===== config.mk =====
export PLATFORM = sky130hd
export DESIGN_NAME = loudness_scan_tracker
export DESIGN_NICKNAME = d
export VERILOG_FILES = /design/src/rtl/loudness_scan_tracker.sv
export SDC_FILE = /design/constraint.sdc
export NUM_CORES = 1
export LEC_CHECK = 0
export CAP_MARGIN = 30
export CORE_MARGIN = 3
export CORE_UTILIZATION = 45
export DETAILED_ROUTE_END_ITERATION = 10
export PLACE_DENSITY = 0.69
export REMOVE_ABC_BUFFERS = 1
export SYNTH_ARGS = -nofsm -noshare
export SYNTH_HDL_FRONTEND = slang
export SYNTH_SLANG_ARGS = --single-unit

===== constraint.sdc =====
create_clock -name clk -period 15.85 [get_ports clk]
set_input_delay 3.9625 -clock clk [delete_from_list [all_inputs] [get_ports clk]]
set_output_delay 3.9625 -clock clk [all_outputs]
set_load 0.03 [all_outputs]

===== src/rtl/loudness_scan_tracker.sv =====
// Angle-scan loudness tracker: averages 2^AVG_LOG2 samples per angle, steps a rotator
// through NAngles positions and keeps the loudest angle of the scan.
module loudness_scan_tracker #(
  parameter int W        = 41,
  parameter int NAngles  = 360,
  parameter int AVG_LOG2 = 2,
  parameter int AW       = 9
) (
  input  logic          clk,
  input  logic          reset,
  input  logic          start,
  input  logic          continuous,
  input  logic          loudness_valid,
  input  logic [W-1:0]  loudness,
  input  logic          step_ack,
  output logic          step_req,
  output logic [AW-1:0] angle_index,
  output logic          avg_valid,
  output logic [W-1:0]  avg_loudness,
  output logic [AW-1:0] peak_angle,
  output logic [W-1:0]  peak_loudness,
  output logic          busy,
  output logic          done
);

  localparam int AccW = W + AVG_LOG2;
  localparam int CntW = AVG_LOG2 + 1;
  localparam logic [CntW-1:0] LastCnt   = CntW'((1 << AVG_LOG2) - 1);
  localparam logic [AW-1:0]   LastAngle = AW'(NAngles - 1);

  localparam logic [1:0] S_IDLE  = 2'd0;
  localparam logic [1:0] S_ACCUM = 2'd1;
  localparam logic [1:0] S_WAIT  = 2'd2;
  localparam logic [1:0] S_DONE  = 2'd3;

  logic [1:0]      state;
  logic [AccW-1:0] acc;
  logic [CntW-1:0] cnt;

  logic [AccW-1:0] acc_sum_p0;
  logic [W-1:0]    avg_p0;
  logic            last_sample_p0;

  // Accumulator carries AVG_LOG2 guard bits, so the shifted sum always fits in W.
  function automatic logic [W-1:0] trunc_avg(input logic [AccW-1:0] sum);
    logic [AccW-1:0] shifted;
    shifted = sum >> AVG_LOG2;
    return shifted[W-1:0];
  endfunction

  // Stage p0: combinational sum including the sample presented this cycle
  always_comb begin
    acc_sum_p0     = acc + AccW'(loudness);
    avg_p0         = trunc_avg(acc_sum_p0);
    last_sample_p0 = loudness_valid && (cnt == LastCnt);
  end

  // Stage p1: registered state and outputs
  always_ff @(posedge clk or posedge reset) begin
    if (reset) begin
      state         <= S_IDLE;
      acc           <= '0;
      cnt           <= '0;
      step_req      <= 1'b0;
      angle_index   <= '0;
      avg_valid     <= 1'b0;
      avg_loudness  <= '0;
      peak_angle    <= '0;
      peak_loudness <= '0;
      busy          <= 1'b0;
      done          <= 1'b0;
    end else begin
      avg_valid <= 1'b0;
      done      <= 1'b0;
      case (state)
        S_IDLE: begin
          if (start) begin
            state         <= S_ACCUM;
            angle_index   <= '0;
            acc           <= '0;
            cnt           <= '0;
            peak_loudness <= '0;
            peak_angle    <= '0;
            busy          <= 1'b1;
          end
        end
        S_ACCUM: begin
          if (last_sample_p0) begin
            avg_loudness <= avg_p0;
            avg_valid    <= 1'b1;
            // Strict compare: on a tie the earlier angle wins.
            if (avg_p0 > peak_loudness) begin
              peak_loudness <= avg_p0;
              peak_angle    <= angle_index;
            end
            if (angle_index < LastAngle) begin
              state    <= S_WAIT;
              step_req <= 1'b1;
              busy     <= 1'b1;
            end else begin
              state    <= S_DONE;
              step_req <= 1'b0;
              busy     <= 1'b0;
              done     <= 1'b1;
            end
          end else if (loudness_valid) begin
            acc <= acc_sum_p0;
            cnt <= cnt + CntW'(1);
          end
        end
        S_WAIT: begin
          if (step_ack) begin
            state       <= S_ACCUM;
            step_req    <= 1'b0;
            angle_index <= angle_index + AW'(1);
            acc         <= '0;
            cnt         <= '0;
          end
        end
        S_DONE: begin
          if (continuous) begin
            state         <= S_ACCUM;
            angle_index   <= '0;
            acc           <= '0;
            cnt           <= '0;
            peak_loudness <= '0;
            peak_angle    <= '0;
            busy          <= 1'b1;
          end else begin
            state <= S_IDLE;
            busy  <= 1'b0;
          end
        end
        default: begin
          state    <= S_IDLE;
          step_req <= 1'b0;
          busy     <= 1'b0;
        end
      endcase
    end
  end

endmodule

# ---- Word-level counts from Yosys, hierarchy flattened
# Index checks and enable logic that the tools add are counted.
dict set report word_totals {
  reg_bits 152
  latch_bits 0
  ramBits 0
  rom_bits 0
  in_bits 47
  out_inout_bits 104
  word_cells 81
  mem_count 0
}
dict set report op_classes {
  n_addsub 3
  mul 0
  div_mod_pow 0
  magnitude_cmp 2
  eq_ne 11
  shifts 0
  muxes 42
  bitwise 0
  reduce_logical 12
}
# op count
set ops {}
lappend ops {{$mux 43} 5}
lappend ops {{$pmux 43 s4} 1}
lappend ops {{$mux 41} 4}
lappend ops {{$pmux 41 s3} 1}
lappend ops {{$pmux 9 s3} 2}
lappend ops {{$mux 9} 5}
lappend ops {{$add 43x41->43} 1}
lappend ops {{$gt 41x41->1} 1}
lappend ops {{$mux 3} 5}
lappend ops {{$ne 2x2->1 const B} 7}
lappend ops {{$mux 1} 12}
lappend ops {{$pmux 3 s4} 1}
lappend ops {{$reduce_and 5->1} 2}
lappend ops {{$add 9x1->9 const B} 1}
lappend ops {{$lt 9x9->1 const B} 1}
lappend ops {{$reduce_and 3->1} 3}
lappend ops {{$pmux 2 s4} 1}
lappend ops {{$mux 2} 3}
lappend ops {{$reduce_bool 3->1} 2}
lappend ops {{$eq 2x2->1 const B} 2}
lappend ops {{$reduce_and 4->1} 1}
lappend ops {{$add 3x1->3 const B} 1}
lappend ops {{$eq 3x2->1 const B} 1}
lappend ops {{$pmux 1 s3} 1}
lappend ops {{other kinds (6)} 6}

# ---- Longest topological paths before layout
dict set report depth {
  depth_word 5
  mapped_depth 22
  ltp_nobuf 20
}

# ---- Worst setup path before layout
# Ideal clock, no wire load.
dict set report synth_path {
  kind {input to register}
  from {input loudness[0]}
  to {register peak_loudness[33]}
  setup_ns 0.104
  t_arrival_ns 7.897
  required_ns 15.746
  path_slack_ns 7.849
  cell_stages 20
  path_buffers 0
  path_cell_list {ha_1 inv_1 fa_1 nand2b_1 a21oi_1 o211ai_1 o21bai_1 a31oi_2 o21a_1 o211ai_1 inv_1 ha_1 nand4_1 nor3_1 nand2_1 nor3b_1 o21a_1 o31ai_2 or4_1 o311ai_1}
}
dict set report synth_between {
  elab_chain_len 4
  elab_cells_between_ends 7
  cone_classes {add/sub: 1; order compare: 1; eq/ne: 1; mux: 3; reduce/logical: 1}
}
# element line
set synth_rtl {}
lappend synth_rtl {{start: declaration} 14} ;# input logic [W-1:0] loudness,
lappend synth_rtl {{$add 43x41->43} 53} ;# acc_sum_p0 = acc + AccW'(loudness);
lappend synth_rtl {{via acc_sum_p0[40]} 40} ;# logic [AccW-1:0] acc_sum_p0;
lappend synth_rtl {{$gt 41x41->1} 92} ;# if (avg_p0 > peak_loudness) begin
lappend synth_rtl {{$ne 2x2->1 (no line)} -}
lappend synth_rtl {{$reduce_and 5->1 (no line)} -}
lappend synth_rtl {{end signal: assignment} 93} ;# peak_loudness <= avg_p0;
lappend synth_rtl {{end: declaration} 21} ;# output logic [W-1:0] peak_loudness,
# The timed path passes the listed nets, and every way through them passes these cells. The select of a mux whose other input is x is not followed.
# A chain may end at the register's enable or synchronous reset.

# ---- Final worst setup path
# Ends and elaborated chain as after synthesis.

==> impl_results.md <==
- Outcome: completed
- DR DRC count: 0
- Starting DRC count in detailed routing: 616
- Clock Power Share: 15.1%
- Net Sw Power: 1370 µW
- Yosys cell types: 77
- Setup TNS: 0 ns
- Relative slew slack: 39.4%
- Vias per std cell: 5.56
- Register Area: 3800 µm²
- Flop pwr share: 22.7%
- Cells after Synth: 1,145
- Area of the multi-input gates: 5290 µm²
- Final core occ: 56.5%
- Post-CTS Hold Buffers: 0
- Row count: 53
- Hold WC Path Type: reg -> reg
- Part of the Yosys area used for sequential elements: 39.1%
- Post-DP Area: 11,300 µm²
- FFs w/ async S/R, synth: 100%
- Final setup margin: 6.55 ns
- Crit path max fanout: 87
- Seq cells post-synth: 152
- Total Nets Final: 1,393
- RSZ-0062 raised after global routing: false
- Die Area: 23,400 µm²
- Setup Viol. Count Final: 0
- Htree depth: 4
- Clock Path Buffers: 2
- First-pass GRT wire length: 44.4 mm
- Initial antenna violation count: 0
- RD Place Congestion: 0.925
- Detailed-route via count: 8,614
- Switching Share: 48.7%
- Tot GR Track Use: 23.3%
- Crit path arrival time: 9.63 ns
- Tightest Pin Transition: 0.909 ns
- Antenna diodes: 0
- Synthesis Warnings: 0
- Port Buffer Count: 150
- Synth Area per Inst: 8.50 µm²
- Number of buffers created by CTS: 17
- CP required: 16.18 ns
- ANT nets after route: 0
- Clk root buf: clkbuf_16
- CTS tree: done
- First-pass DRT Iterations: 5
- Slew Limit Fails: 0
- Worst path slowest cell: or4_1
- Classification of the worst setup path: in -> reg
- Pwr dens: 236 nW/µm²
- Fillers: 1,913
- Setup bufs post-CTS: 0
- Starting Density: 46.0%
- Clock sink count: 152
- Critical Path Start Type: input port
- Clock transition at path regs: 0.06 ns
- Clk_lat worst skew: 0.44 ns
- Largest cells by area after synthesis: dfrtp_1 39%, ha_1 11%, nand2_1 8.5%
- Peak Freq: 0.107 GHz
- Largest net degree at the start of global routing: 88
- Endpoints failing hold: 0
- Int Power: 1450 µW
- Post-Layout Cell Count: 1,548
- Critical-path cell list: clkdlybuf4s50_1 -> ha_1 -> inv_1 -> fa_1 -> nand2b_1 -> a21oi_1 -> o211ai_1 -> o21bai_1 -> a31oi_2 -> o21a_1 -> o211ai_1 -> inv_1 -> ha_1 -> nand4_1 -> nor3_1 -> nand2_1 -> nor3b_1 -> o21a_1 -> o31ai_4 -> buf_4 -> or4_1 -> o311ai_1
- Most used DFF post-synth: dfrtp_1
- Final Cell Area: 12,000 µm²
- Pre-CTS setup slack: 6.14 ns
- Mapped cell area: 9730 µm²
- Most frequent cells in the layout: 220 x nand2_1, 152 x dfrtp_1, 150 x clkdlybuf4s50_1, 124 x o21ai_0, 92 x inv_1
- Wire length per cell: 17.5 µm
- Post-Place Cells: 1,516
- Die width: 153 µm
- Congestion Overflow GR: 0
- Number of gates resized after CTS: 0
- Minimum clock period: 9.30 ns
- Most common cell after layout, fill and taps aside: nand2_1
- Clk_skew: 0.0175 ns
- DIE HEIGHT: 153 µm
- P_leak: 0.00539 µW
- Detailed placer's ending HPWL: 19.6 mm
- Share of layout cells above drive strength 1: 4.79%
- Synth top area share: 39.1%
- Area growth, synth to finish: 22.8%
- Max-cap violations: 0
- CP endpoint kind: register
- Slowest cell delay on critical path: 0.60 ns
- Peak supply drop: 0.123 mV
- Post-synth EDFFs: 0
- Core area: 21,200 µm²
- Vias in the first global route: 8,282
- Post-Route WL: 27.1 mm
- Area leader, netlist: dfrtp_1
- Combinational power share: 62.2%
- Top Ports: 151
- Fin crit share: 58.7%
-- path summary, 6_finish.rpt --
kind | end | slack (ns) | from | depth (start not counted)
max reg2reg | peak_loudness[33]$_DFFE_PP0P_ | 10.20 | acc[0]$_DFFE_PP0P_ | 21
min in group asynchronous | peak_loudness[10]$_DFFE_PP0P_ | 4.04 | reset | 2
min | avg_loudness[4]$_DFFE_PP0P_ | 0.47 | avg_loudness[4]$_DFFE_PP0P_ | 2
min reg2reg | avg_loudness[4]$_DFFE_PP0P_ | 0.47 | avg_loudness[4]$_DFFE_PP0P_ | 2
max | peak_loudness[33]$_DFFE_PP0P_ | 6.55 | loudness[0] | 22
max in group asynchronous | acc[8]$_DFFE_PP0P_ | 10.45 | reset | 3
-- flip-flops by register name (all words and copies together), names as in the netlist --
register	cells
peak_angle	9
cnt	3
busy	1
done	1
avg_loudness	41
avg_valid	1
acc	43
state	2
peak_loudness	41
angle_index	9
step_req	1
-- worst max-delay path: cells and delay by family --
family | cells | cell delay (ns)
buf+inv | 4 | 0.97
simple gates | 6 | 1.69
compound gates | 9 | 2.09
fa+ha+maj | 3 | 0.88
-- per-layer routing --
layer,global-route usage [%],wire length [µm],vias up
met5,0,0,-
met4,6.32,419,0
met1,34.7,13500,4101
li1,-,-,4219
met2,34.9,11800,261
met3,4.45,1400,33
-- Yosys cell counts (6+ instances only) --
master,n
and3_1,8
o211ai_1,15
nand4_1,20
a31oi_1,9
o21a_1,12
xor2_1,16
o21bai_1,8
ha_1,85
nor2_1,52
or3_1,6
nand2b_1,9
o31ai_1,36
nor3_1,9
a21oi_1,64
a21o_1,17
nand2_1,220
dfrtp_1,152
nand3_1,17
buf_6,6
nor2b_1,9
o21ai_0,124
inv_1,93
xnor2_1,25
clkbuf_1,44
-- per-stage QoR --
stage / power [µW] / hold slack, ns
2_1_floorplan: 1820 / 0.449
3_3_place_gp: 2360 / 0.460
3_5_place_dp: 2380 / 0.464
4_1_cts: 2820 / 0.479
5_1_grt: 3060 / 0.499
6_report: 2820 / 0.471
-- power by group through the flow --
stage / sequential (µW) / clock (µW) / combinational (µW)
global placement: 643 / 0 / 1710
finish: 641 / 425 / 1750
global route: 661 / 449 / 1950
floorplan: 805 / 0 / 1010
detailed placement: 644 / 0 / 1740
CTS: 641 / 431 / 1750
-- final cells by class --
type	count	area share, %
inverters	94	2.99
clock inverters	12	1.26
flip-flops and latches	152	31.8
multi-input cells	839	44.3
well taps	275	2.88
clock buffers	20	3.82
repair buffers	156	12.9
-- kinds of logic after synthesis --
group | synth area share, %
muxes | 0.540
and+or+nand+nor | 17.1
DFF | 39.1
AOI/OAI and AO/OA | 21.7
buffers and inverters | 6.84
xor gates and xnor gates | 3.69
adders and majority gates | 11.1
(Power assumes the default switching activity.)
